[src/rtl/cam_frame_capture.sv]
// -----------------------------------------------------------------------------
// cam_frame_capture
//
// Capture front end for an OV76xx-style parallel camera port. The sensor
// pins are registered once (stage S1). Frames are framed by Vsyn, lines by
// Href. Bytes are packed BPP to a pixel, first byte in the MSBs. Only pixels
// inside the crop window are written to the downstream pixel FIFO.
//
// Pipeline: a byte present at edge k lands in S1. At edge k+1 the packer
// completes the pixel and flags it as pending. At edge k+2 the pending pixel
// is either written (fifo_wr pulse) or dropped because fifo_full is high.
//
// Parameters
//   DW     sensor data width (bits)
//   BPP    bytes per pixel
//   CW     column/row counter width (counters saturate at 2^CW-1)
//   X0,Y0  first captured column / line (0-based)
//   WIN_W  crop window width  (pixels)
//   WIN_H  crop window height (lines)
//
// Ports
//   Pclk        pixel clock, all logic on its rising edge
//   rst         synchronous active-high reset
//   capture     level: 1 = armed, 0 = abort / idle
//   mode        0 = single frame, 1 = continuous (latched when arming)
//   Vsyn        sensor vsync, high during vertical blanking
//   Href        sensor line valid
//   data        sensor byte
//   fifo_full   downstream FIFO full
//   fifo_wr     one-cycle write strobe per stored pixel
//   fifo_data   packed pixel, held until the next write
//   PWDN        sensor power-down, the inverse of capture
//   busy        high while waiting for or capturing a frame
//   frame_done  one-cycle pulse at the end of each completed frame
//   overflow    sticky: a window pixel was dropped due to fifo_full
//   frame_cnt   completed frames since reset, wraps at 255
// -----------------------------------------------------------------------------
module cam_frame_capture #(
  parameter int DW    = 8,
  parameter int BPP   = 2,
  parameter int CW    = 11,
  parameter int X0    = 0,
  parameter int Y0    = 0,
  parameter int WIN_W = 640,
  parameter int WIN_H = 480
) (
  input  logic                Pclk,
  input  logic                rst,
  input  logic                capture,
  input  logic                mode,
  input  logic                Vsyn,
  input  logic                Href,
  input  logic [DW-1:0]       data,
  input  logic                fifo_full,
  output logic                fifo_wr,
  output logic [BPP*DW-1:0]   fifo_data,
  output logic                PWDN,
  output logic                busy,
  output logic                frame_done,
  output logic                overflow,
  output logic [7:0]          frame_cnt
);

  localparam int PW = BPP * DW;
  localparam int IW = (BPP > 1) ? $clog2(BPP) : 1;

  localparam logic [IW-1:0] LAST_IDX = IW'(BPP - 1);
  localparam logic [CW-1:0] CNT_MAX  = '1;

  // Window bounds as unsigned 32-bit values; the window test uses an offset
  // subtraction so positions left of / above the window wrap to a huge value.
  localparam logic [31:0] X0_U    = 32'(X0);
  localparam logic [31:0] Y0_U    = 32'(Y0);
  localparam logic [31:0] WIN_W_U = 32'(WIN_W);
  localparam logic [31:0] WIN_H_U = 32'(WIN_H);

  localparam logic [2:0] ST_IDLE       = 3'd0;
  localparam logic [2:0] ST_WAIT_VS    = 3'd1;
  localparam logic [2:0] ST_WAIT_FRAME = 3'd2;
  localparam logic [2:0] ST_ACTIVE     = 3'd3;
  localparam logic [2:0] ST_DONE       = 3'd4;

  // Stage S1 and previous-S1 copies for edge detection
  logic          vsyn_s1_q, vsyn_s1_d;
  logic          href_s1_q, href_s1_d;
  logic [DW-1:0] data_s1_q, data_s1_d;
  logic          vsyn_p_q,  vsyn_p_d;
  logic          href_p_q,  href_p_d;

  // Control state
  logic [2:0]    state_q, state_d;
  logic          mode_q,  mode_d;
  logic [CW-1:0] col_q,   col_d;
  logic [CW-1:0] row_q,   row_d;
  logic [IW-1:0] idx_q,   idx_d;
  logic [PW-1:0] pack_q,  pack_d;
  logic          wr_pend_q, wr_pend_d;

  // Registered outputs
  logic          fifo_wr_q,    fifo_wr_d;
  logic [PW-1:0] fifo_data_q,  fifo_data_d;
  logic          frame_done_q, frame_done_d;
  logic          overflow_q,   overflow_d;
  logic [7:0]    frame_cnt_q,  frame_cnt_d;

  logic          vsyn_rise;
  logic          vsyn_fall;
  logic          href_fall;
  logic [31:0]   col_off;
  logic [31:0]   row_off;
  logic          in_win;

  assign vsyn_rise =  vsyn_s1_q & ~vsyn_p_q;
  assign vsyn_fall = ~vsyn_s1_q &  vsyn_p_q;
  assign href_fall = ~href_s1_q &  href_p_q;

  // Window test on the column/row of the pixel currently being completed.
  assign col_off = 32'(col_q) - X0_U;
  assign row_off = 32'(row_q) - Y0_U;
  assign in_win  = (col_off < WIN_W_U) && (row_off < WIN_H_U);

  // ---------------------------------------------------------------------------
  // Next-state logic
  // ---------------------------------------------------------------------------
  always_comb begin
    // NOTE: every signal assigned here gets a default first, so no path can
    // leave one unassigned and infer a latch.
    vsyn_s1_d    = Vsyn;
    href_s1_d    = Href;
    data_s1_d    = data;
    vsyn_p_d     = vsyn_s1_q;
    href_p_d     = href_s1_q;

    state_d      = state_q;
    mode_d       = mode_q;
    col_d        = col_q;
    row_d        = row_q;
    idx_d        = idx_q;
    pack_d       = pack_q;
    wr_pend_d    = 1'b0;

    fifo_wr_d    = 1'b0;
    fifo_data_d  = fifo_data_q;
    frame_done_d = 1'b0;
    overflow_d   = overflow_q;
    frame_cnt_d  = frame_cnt_q;

    // Output stage: the pixel completed last cycle is written or dropped.
    // This runs whatever the FSM state, so a pixel that completes together
    // with the frame-ending Vsyn rise still reaches the FIFO.
    if (wr_pend_q) begin
      if (fifo_full) begin
        overflow_d = 1'b1;
      end else begin
        fifo_wr_d   = 1'b1;
        fifo_data_d = pack_q;
      end
    end

    case (state_q)
      ST_IDLE: begin
        if (capture) begin
          state_d    = ST_WAIT_VS;
          mode_d     = mode;
          overflow_d = 1'b0;
        end
      end

      // Wait for blanking to start, so arming mid-frame never captures the
      // tail of a frame already in progress.
      ST_WAIT_VS: begin
        if (vsyn_rise) begin
          state_d = ST_WAIT_FRAME;
        end
      end

      ST_WAIT_FRAME: begin
        if (vsyn_fall) begin
          state_d = ST_ACTIVE;
          col_d   = '0;
          row_d   = '0;
          idx_d   = '0;
        end
      end

      ST_ACTIVE: begin
        if (href_s1_q) begin
          // Shift left so the first byte of a pixel ends up in the MSBs.
          pack_d = PW'({pack_q, data_s1_q});
          if (idx_q == LAST_IDX) begin
            idx_d     = '0;
            wr_pend_d = in_win;
            col_d     = (col_q == CNT_MAX) ? col_q : col_q + CW'(1);
          end else begin
            idx_d = idx_q + IW'(1);
          end
        end else if (href_fall) begin
          // Leftover bytes of an incomplete pixel are discarded here.
          row_d = (row_q == CNT_MAX) ? row_q : row_q + CW'(1);
          col_d = '0;
          idx_d = '0;
        end

        if (vsyn_rise) begin
          frame_done_d = 1'b1;
          frame_cnt_d  = frame_cnt_q + 8'd1;
          state_d      = mode_q ? ST_WAIT_FRAME : ST_DONE;
        end
      end

      ST_DONE: begin
        // Held until capture drops (handled by the abort path below).
      end

      default: begin
        state_d = ST_IDLE;
      end
    endcase

    // Abort: capture low forces IDLE from any state and cancels any pending
    // pixel, partial pixel and frame_done.
    if (!capture) begin
      state_d      = ST_IDLE;
      col_d        = '0;
      row_d        = '0;
      idx_d        = '0;
      wr_pend_d    = 1'b0;
      fifo_wr_d    = 1'b0;
      fifo_data_d  = fifo_data_q;
      frame_done_d = 1'b0;
      frame_cnt_d  = frame_cnt_q;
      overflow_d   = overflow_q;
    end
  end

  // ---------------------------------------------------------------------------
  // State registers
  // ---------------------------------------------------------------------------
  always_ff @(posedge Pclk) begin
    // NOTE: non-blocking assignments make every flop sample the values from
    // before this edge, independent of statement order.
    if (rst) begin
      vsyn_s1_q    <= 1'b0;
      href_s1_q    <= 1'b0;
      data_s1_q    <= '0;
      vsyn_p_q     <= 1'b0;
      href_p_q     <= 1'b0;
      state_q      <= ST_IDLE;
      mode_q       <= 1'b0;
      col_q        <= '0;
      row_q        <= '0;
      idx_q        <= '0;
      pack_q       <= '0;
      wr_pend_q    <= 1'b0;
      fifo_wr_q    <= 1'b0;
      fifo_data_q  <= '0;
      frame_done_q <= 1'b0;
      overflow_q   <= 1'b0;
      frame_cnt_q  <= '0;
    end else begin
      vsyn_s1_q    <= vsyn_s1_d;
      href_s1_q    <= href_s1_d;
      data_s1_q    <= data_s1_d;
      vsyn_p_q     <= vsyn_p_d;
      href_p_q     <= href_p_d;
      state_q      <= state_d;
      mode_q       <= mode_d;
      col_q        <= col_d;
      row_q        <= row_d;
      idx_q        <= idx_d;
      pack_q       <= pack_d;
      wr_pend_q    <= wr_pend_d;
      fifo_wr_q    <= fifo_wr_d;
      fifo_data_q  <= fifo_data_d;
      frame_done_q <= frame_done_d;
      overflow_q   <= overflow_d;
      frame_cnt_q  <= frame_cnt_d;
    end
  end

  // ---------------------------------------------------------------------------
  // Outputs
  // ---------------------------------------------------------------------------
  assign fifo_wr    = fifo_wr_q;
  assign fifo_data  = fifo_data_q;
  assign frame_done = frame_done_q;
  assign overflow   = overflow_q;
  assign frame_cnt  = frame_cnt_q;
  assign PWDN       = ~capture;
  assign busy       = (state_q == ST_WAIT_VS) || (state_q == ST_WAIT_FRAME) ||
                      (state_q == ST_ACTIVE);

endmodule

[config.mk]
export PLATFORM = sky130hd
export DESIGN_NAME = cam_frame_capture
export DESIGN_NICKNAME = d
export VERILOG_FILES = /design/src/rtl/cam_frame_capture.sv
export SDC_FILE = /design/constraint.sdc
export NUM_CORES = 1
export LEC_CHECK = 0
export ABC_CLOCK_PERIOD_IN_PS = 2150
export CORE_MARGIN = 2
export CORE_UTILIZATION = 54
export DETAILED_ROUTE_END_ITERATION = 7
export GPL_TIMING_DRIVEN = 0
export HOLD_SLACK_MARGIN = 0.06
export MAX_ROUTING_LAYER = met4
export PLACE_DENSITY = 0.78
export SETUP_SLACK_MARGIN = 0.3
export SYNTH_ARGS = -nofsm -noshare
export SYNTH_HDL_FRONTEND = slang
export SYNTH_SLANG_ARGS = --single-unit
[constraint.sdc]
create_clock -name Pclk -period 2.15 [get_ports Pclk]
set_clock_uncertainty 0.05 [all_clocks]
set_input_delay 0.43 -clock Pclk [delete_from_list [all_inputs] [get_ports Pclk]]
set_output_delay 0.43 -clock Pclk [all_outputs]
set_load 0.01 [all_outputs]
==> impl_summary.log, run 1 <==
INFO  metric filler_cell_count = 475
INFO  metric design.core.area = 5960 sq um
INFO  metric route.final.wire_length = around 7.6 mm
INFO  metric worst_pin_slew = 619 ps
INFO  metric clock_tree.htree_level_count = 3
INFO  metric grt_antenna_before_repair = 0
INFO  metric p_total = between 2 and 3 mW
INFO  metric start_util = 56.0%
INFO  metric vias = 2,981
INFO  metric finalMaxSlewViolations = 0
INFO  metric final-setup-viol-count = 0
INFO  metric cts_root_buffer = sky130_fd_sc_hd__clkbuf_8
INFO  metric hold_violations = 0
INFO  metric dpl.cell_count = 519
INFO  metric status = completed
INFO  metric clk-insertion-delay-late = approximately 350 ps
INFO  metric final.min_clock_period = 1790 ps
INFO  metric critical_path_required = 2320 ps
INFO  metric data_arrival_at_the_endpoint_of_the_critical_path = 1970 ps
INFO  metric ctsHoldBuffers = 0
INFO  metric synth_seq_area_share = 49.8%
INFO  metric max-clock-path-buffers = 2
INFO  metric first_pass_grt_wire_length = 12.0 mm
INFO  metric overflow = 0
INFO  metric cts_buffers = 9
INFO  metric maximum_capacitance_violations = 0
INFO  metric synthesis.area_per_instance = about 8.3 sq um
INFO  metric route.detailed.drc = 0
INFO  metric insertedDiodeCount = 0
INFO  metric antenna_left = 0
INFO  metric timing.critical_path.to_type = flip-flop
INFO  metric regArea = 1680 sq um
INFO  metric clock_tree_from_tritoncts = done
INFO  metric dominantRegCellSynth = sky130_fd_sc_hd__dfxtp_1
INFO  metric maxClockFrequency = 557 MHz
INFO  metric gp_congestion = 0.845
INFO  metric synth.cell_area = 3340 sq um
INFO  metric most_used_cells_in_the_layout_excluding_fill_and_tap_cells = sky130_fd_sc_hd__nand2_1, sky130_fd_sc_hd__dfxtp_1, sky130_fd_sc_hd__a21oi_1, sky130_fd_sc_hd__clkdlybuf4s50_1, sky130_fd_sc_hd__nor2_1
INFO  metric cp_max_fo = 8
INFO  metric die-height = 82.6 um
INFO  metric maximum_number_of_pins_on_one_net_before_global_route_repair = 14
INFO  metric die-area = approximately 7000 sq um
INFO  metric drive_above_1_share = approximately 14%
INFO  metric total_leakage_power = 1.50 nW
INFO  metric grt_util_all_layers = a little under a quarter
INFO  metric ios = 44
INFO  metric area_delta_synth_final = 26.1%
INFO  metric vdd.ir_drop.worst = 425 uV
INFO  metric worst-r2r-setup-slack = roughly 360 ps
INFO  metric rows = 28
INFO  metric power.density = 618 nW/um^2
INFO  metric max_slew_margin = ~58%
INFO  metric rsz_0062_raised_after_global_routing = no
INFO  metric timing.final.crit_share = approximately 83%
INFO  metric detailedRoute.firstIterationViolations = 106
INFO  metric detailedRoute.firstPassIterationCount = 4
INFO  metric synthDistinctLibCells = 47
INFO  metric mostFrequentLayoutCell = sky130_fd_sc_hd__nand2_1
INFO  metric synth-edff-count = 0
INFO  metric first_global_vias = 2,667
INFO  metric yosys_register_bits = 83
INFO  metric holdWs = ~390 ps
INFO  metric num-nets-final = 480
INFO  metric synth_async_sr_flop_share = 0%
INFO  metric critical_path_class = flip-flop to flip-flop
INFO  metric worst_setup_path_start_kind = flip-flop
INFO  metric cts.sink_count = 83
INFO  metric mappedNetlistNets = approximately 420
INFO  metric dp_hpwl = around 5.1 mm
INFO  metric yosys_warnings = 0
INFO  metric number_of_standard_cells_in_the_layout_taps_in_and_fillers_out = 540
INFO  metric synth_cells = roughly 400
INFO  metric buffer_ports.inserted = 43
INFO  metric floorplan.die.width = between 80 and 90 um
INFO  metric route.detailed.vias_per_inst = 5.52
INFO  metric route.detailed.wl_per_inst = 14.1 um
INFO  metric cts.reportedPaths.clkPinSlew = around 80 ps
INFO  metric multi_input_comb_area = 1660 sq um
INFO  metric hold_path.class = flip-flop to flip-flop
==> worst paths after layout <==
kind	startpoint	to	depth (start not counted)
worst max register to register	col_q[1]	col_q[0]	7
worst min-delay path	data_s1_q[2]	pack_q[2]	2
worst max-delay path	col_q[1]	col_q[0]	7
worst min register to register	data_s1_q[2]	pack_q[2]	2
==> cell usage after synthesis, types with 2 or more instances <==
cell / count / area share [%]
sky130_fd_sc_hd__xor2_1: 6 / 1.6
sky130_fd_sc_hd__buf_2: 5 / 0.75
sky130_fd_sc_hd__buf_1: 2 / 0.23
sky130_fd_sc_hd__a21oi_1: 46 / 6.9
sky130_fd_sc_hd__mux2i_1: 3 / 0.90
sky130_fd_sc_hd__and2_1: 3 / 0.56
sky130_fd_sc_hd__and4_1: 5 / 1.3
sky130_fd_sc_hd__and3_1: 7 / 1.3
sky130_fd_sc_hd__inv_1: 4 / 0.45
sky130_fd_sc_hd__nand4b_1: 2 / 0.53
sky130_fd_sc_hd__o2bb2ai_1: 3 / 0.79
sky130_fd_sc_hd__nor2_1: 25 / 2.8
sky130_fd_sc_hd__nand3_1: 13 / 1.9
sky130_fd_sc_hd__nor3_1: 8 / 1.2
sky130_fd_sc_hd__nand2b_1: 3 / 0.56
sky130_fd_sc_hd__nand3b_1: 3 / 0.67
sky130_fd_sc_hd__nor2b_1: 15 / 2.8
sky130_fd_sc_hd__a31oi_1: 6 / 1.1
sky130_fd_sc_hd__o21ai_0: 18 / 2.7
sky130_fd_sc_hd__ha_1: 3 / 1.1
sky130_fd_sc_hd__o21ai_1: 2 / 0.30
sky130_fd_sc_hd__dfxtp_1: 83 / 50
sky130_fd_sc_hd__nor4b_1: 2 / 0.53
sky130_fd_sc_hd__or2_2: 2 / 0.37
sky130_fd_sc_hd__nand2_1: 90 / 10
sky130_fd_sc_hd__clkbuf_1: 14 / 1.6
sky130_fd_sc_hd__nand4_1: 8 / 1.5
==> worst max-delay path: stages (launching register included) <==
cell	delay [ps]
sky130_fd_sc_hd__dfxtp_2	360
sky130_fd_sc_hd__ha_4	160
sky130_fd_sc_hd__nand3_4	90
sky130_fd_sc_hd__or4_4	550
sky130_fd_sc_hd__and4_4	160
sky130_fd_sc_hd__buf_6	130
sky130_fd_sc_hd__mux2i_1	120
sky130_fd_sc_hd__nor2_1	50
==> stage by stage <==
step	instance area (sq um)	TNS (ps)	worst slack, ps	util, %
after floorplan	3340	0	301	-
after global placement	3860	-2600	-206	64.8
after detailed placement	3860	-3040	-215	64.8
after CTS	4090	0	267	68.7
after global routing	4210	0	288	70.6
final	4210	0	355	70.6
==> flip-flops by register name, summed over array words and instances, names as in the netlist, 3 cells and up <==
signal,count
row_q,11
frame_cnt,8
state_q,3
data_s1_q,8
fifo_data,16
pack_q,16
col_q,11
==> per-layer routing <==
metal  global-route usage [%]  routed length, um  vias to the layer above
li1                         -                  -                     1502
met1                     32.2               3600                     1397
met2                     36.1               3570                       70
met3                     4.67                301                       12
met4                     8.52                121                        0
met5                        -                  0                        -
==> repair_timing <==
action,CTS,global route
cloned,0,1
gates resized for setup,23,33
setup buffers,1,5
endpoints found under the setup margin,43,43
endpoints found under the hold margin,0,0
pin swaps,3,4
==> kinds of logic (layout without fill, tap and decap cells) <==
logic type | count (synthesis) | in the layout | share of synthesized area [%]
mux | 4 | 4 | 1.24
xor+xnor | 7 | 7 | 1.84
simple gates | 194 | 194 | 28.4
fa+ha+maj | 3 | 3 | 1.12
flops | 83 | 83 | 49.8
compound gates | 83 | 84 | 14.0
buf+inv | 27 | 90 | 3.56
==> power by group <==
group	internal [mW]	leakage [nW]	switching [mW]
registers	1.55	0.676	0.00673
logic	0.0475	0.751	0.0585
clock network	0.402	0.0730	0.536
total	2.00	1.50	0.601
==> layout make-up <==
type	count	share of cell area, %
Clock buffer	9	2.94
Timing Repair Buffer	49	11.3
Tap cell	75	2.23
Clock inverter	5	0.773
Sequential cell	83	39.8
Multi-Input combinational cell	292	39.6
Inverter	4	0.357
Buffer	23	3.00
No activity file was read; power rests on OpenSTA's default activity.
==> inputs of run 2 (changes only) <==
- ABC_CLOCK_PERIOD_IN_PS: 2150 -> 1500
- CORE_UTILIZATION: 54 -> 49
- PLACE_DENSITY: 0.78 -> 0.75
- clock period: 2.15 -> 1.5 ns (I/O delays scaled with it)
==> run 2 against run 1 <==
Effect of this change:
- the flow now finishes with violations (negative setup slack)
- register-to-register slack got worse by 710 ps
- largest power group unchanged
- sequential share of layout area is 7.8 points lower
- core utilization up 9.8 points
- fmax shrank 3.4%
- sequential power grew 43%
- design area rose by 28%
- wire length increased by 60%
- global-route usage grew 0.19 points
- critical path depth unchanged
- worst hold slack worse by 120 ps
- setup slack got worse by 710 ps
- die area rose by 9.7%
==> impl_summary.log, run 2 (synthesis gave the netlist of run 1 again) <==
INFO  metric wl_met2 = 6.05 mm (+70%)
INFO  metric critical_path_class = flip-flop to flip-flop
INFO  metric highest-signal-layer = met4
INFO  metric rr_worst_depth = 7 (unchanged)
INFO  metric max_slew_margin = 61.1% (+2.8 points)
INFO  metric total_leakage_power = 2.13 nW (+42%)
INFO  metric worstHoldPathCells = 3 (+1)
INFO  metric finalMaxSlewViolations = 0 (unchanged)
INFO  metric number_of_standard_cells_in_the_layout_taps_in_and_fillers_out = 608 (+13%)
INFO  metric overflow = 0 (unchanged)
INFO  metric cts.reportedPaths.clkPinSlew = 90 ps (about the same)
INFO  metric worst_setup_path_start_kind = flip-flop
INFO  metric grt_antenna_before_repair = 0 (unchanged)
INFO  metric postLayoutCellArea = 5380 sq um (+28%)
INFO  metric detailedRoute.firstPassIterationCount = 5 (+1)
INFO  metric vias = 3,616 (+21%)
INFO  metric clock_tree_from_tritoncts = done
INFO  metric detailroute.wirelength.met3 = 828 um (+180%)
INFO  metric maxClockFrequency = 538 MHz (-3.4%)
INFO  metric start_util = 49.9% (-6.1 points)
INFO  metric failed_checks = negative setup slack
INFO  metric floorplan.die.width = 86.5 um (+4.7%)
INFO  metric dpl.cell_count = 524 (+0.96%)
INFO  metric filler_cell_count = 356 (-25%)
INFO  metric hold_violations = 0 (unchanged)
INFO  metric p_total = 4.21 mW (+62%)
INFO  metric design.core.area = 6680 sq um (+12%)
INFO  metric setup_total_negative_slack = -8120 ps (-8120 ps)
INFO  metric max-clock-path-buffers = 2 (unchanged)
INFO  metric maximum_number_of_pins_on_one_net_before_global_route_repair = 16 (+2)
INFO  metric clk-insertion-delay-late = 370 ps (+20 ps)
INFO  metric cts.sink_count = 83 (unchanged)
INFO  metric cts_buffers = 9 (unchanged)
INFO  metric dp_hpwl = 5.04 mm (-0.78%)
INFO  metric route.detailed.vias_per_inst = 5.95 (+7.7%)
INFO  metric gp_congestion = 0.819 (-3.0%)
INFO  metric ios = 44 (unchanged)
INFO  metric cts_root_buffer = sky130_fd_sc_hd__clkbuf_8
INFO  metric area_of_placed_instances = 4030 sq um (+4.5%)
INFO  metric timing.critical_path.to_type = flip-flop
INFO  metric route.final.wire_length = 12.1 mm (+60%)
INFO  metric wirelength_met1 = 4.78 mm (+33%)
INFO  metric maximum_capacitance_violations = 0 (unchanged)
INFO  metric regArea = 1720 sq um (+2.8%)
INFO  metric status = finished with violations
INFO  metric antenna_left = 0 (unchanged)
INFO  metric ctsHoldBuffers = 0 (unchanged)
INFO  metric die-height = 86.5 um (+4.7%)
INFO  metric clock_tree.htree_level_count = 3 (unchanged)
INFO  metric mostFrequentLayoutCell = sky130_fd_sc_hd__nand2_1
INFO  metric grt_util_all_layers = 24.1% (+0.19 points)
INFO  metric cp_max_fo = 8 (unchanged)
INFO  metric buffer_ports.inserted = 43 (unchanged)
INFO  metric num-nets-final = 541 (+13%)
INFO  metric final_core_util = 80.4% (+9.8 points)
INFO  metric data_arrival_at_the_endpoint_of_the_critical_path = 2060 ps (+90 ps)
INFO  metric final.min_clock_period = 1860 ps (+63.2 ps)
INFO  metric multi_input_comb_area = 2030 sq um (+22%)
INFO  metric hold_path.class = primary input to flip-flop
INFO  metric detailedRoute.firstIterationViolations = 329 (+210%)
INFO  metric rsz_0062_raised_after_global_routing = yes
INFO  metric area_delta_synth_final = 61.1%
INFO  metric worst_pin_slew = 583 ps (-35.2 ps)
INFO  metric fin_ws = -358 ps (-713 ps)
INFO  metric most_used_cells_in_the_layout_excluding_fill_and_tap_cells = sky130_fd_sc_hd__nand2_1, sky130_fd_sc_hd__buf_4, sky130_fd_sc_hd__dfxtp_1, sky130_fd_sc_hd__a21oi_1, sky130_fd_sc_hd__dfxtp_2
INFO  metric first_global_vias = 2,924 (+9.6%)
INFO  metric drive_above_1_share = 48.3% (+35 points)
INFO  metric vdd.ir_drop.worst = 563 uV (+33%)
INFO  metric first_pass_grt_wire_length = 13.8 mm (+15%)
INFO  metric power.density = 782 nW/um^2 (+27%)
INFO  metric rows = 30 (+7.1%)
INFO  metric insertedDiodeCount = 0 (unchanged)
INFO  metric route.detailed.drc = 0 (unchanged)
INFO  metric timing.final.crit_share = 124% (+40 points)
INFO  metric route.detailed.wl_per_inst = 20.0 um (+42%)
INFO  metric final-setup-viol-count = 47 (+47)
INFO  metric die-area = 7490 sq um (+9.7%)
INFO  metric critical_path_required = 1700 ps (-620 ps)
-- run 2: layout make-up --
| class | count | share of cell area (%) |
|---|---|---|
| buffer | 23 | 5.17 |
| clock buffer | 10 | 2.56 |
| clock inverter | 6 | 1.35 |
| inverter | 4 | 0.279 |
| multi-input combinational | 292 | 37.7 |
| sequential | 83 | 32.1 |
| tap | 80 | 1.86 |
| timing repair buffer | 110 | 19.0 |
-- run 2: power by group --
part | internal [mW] | total (mW) | leakage (nW) | switching (mW)
registers | 2.21 | 2.23 | 0.692 | 0.0144
logic | 0.104 | 0.227 | 1.34 | 0.124
clock network | 0.832 | 1.75 | 0.0971 | 0.920
-- run 2: critical path, cell delays in order, from the launching register on --
cell and delay, ps:
sky130_fd_sc_hd__dfxtp_2 360, sky130_fd_sc_hd__buf_6 120, sky130_fd_sc_hd__nand4b_1 170, sky130_fd_sc_hd__or4_4 560, sky130_fd_sc_hd__and4_4 170, sky130_fd_sc_hd__buf_6 130, sky130_fd_sc_hd__mux2i_1 120, sky130_fd_sc_hd__nor2_1 50
-- run 2: worst paths after layout --
path	startpoint	to	slack, ps
max	state_q[0]	col_q[0]	-360
min	capture	state_q[1]	270
min reg2reg	data_s1_q[3]	pack_q[3]	390
max reg2reg	state_q[0]	col_q[0]	-360
-- run 2: per-layer routing --
metal,vias to the layer above,track usage (%)
li1,1636,-
met1,1736,30.1
met4,0,9.66
met2,192,38.7
met3,52,4.76
met5,-,-
-- run 2: repair_timing --
item,CTS,global route
pin swaps,36,39
setup endpoints to repair,101,89
gates resized for setup,233,84
setup buffers,33,27
gates cloned,5,3
-- run 2: stage by stage --
step | setup slack [ps] | hold slack [ps]
CTS | -246 | 219
floorplan | -193 | 367
global route | -430 | 265
global placement | -635 | 371
detailed placement | -634 | 378
finish | -358 | 271
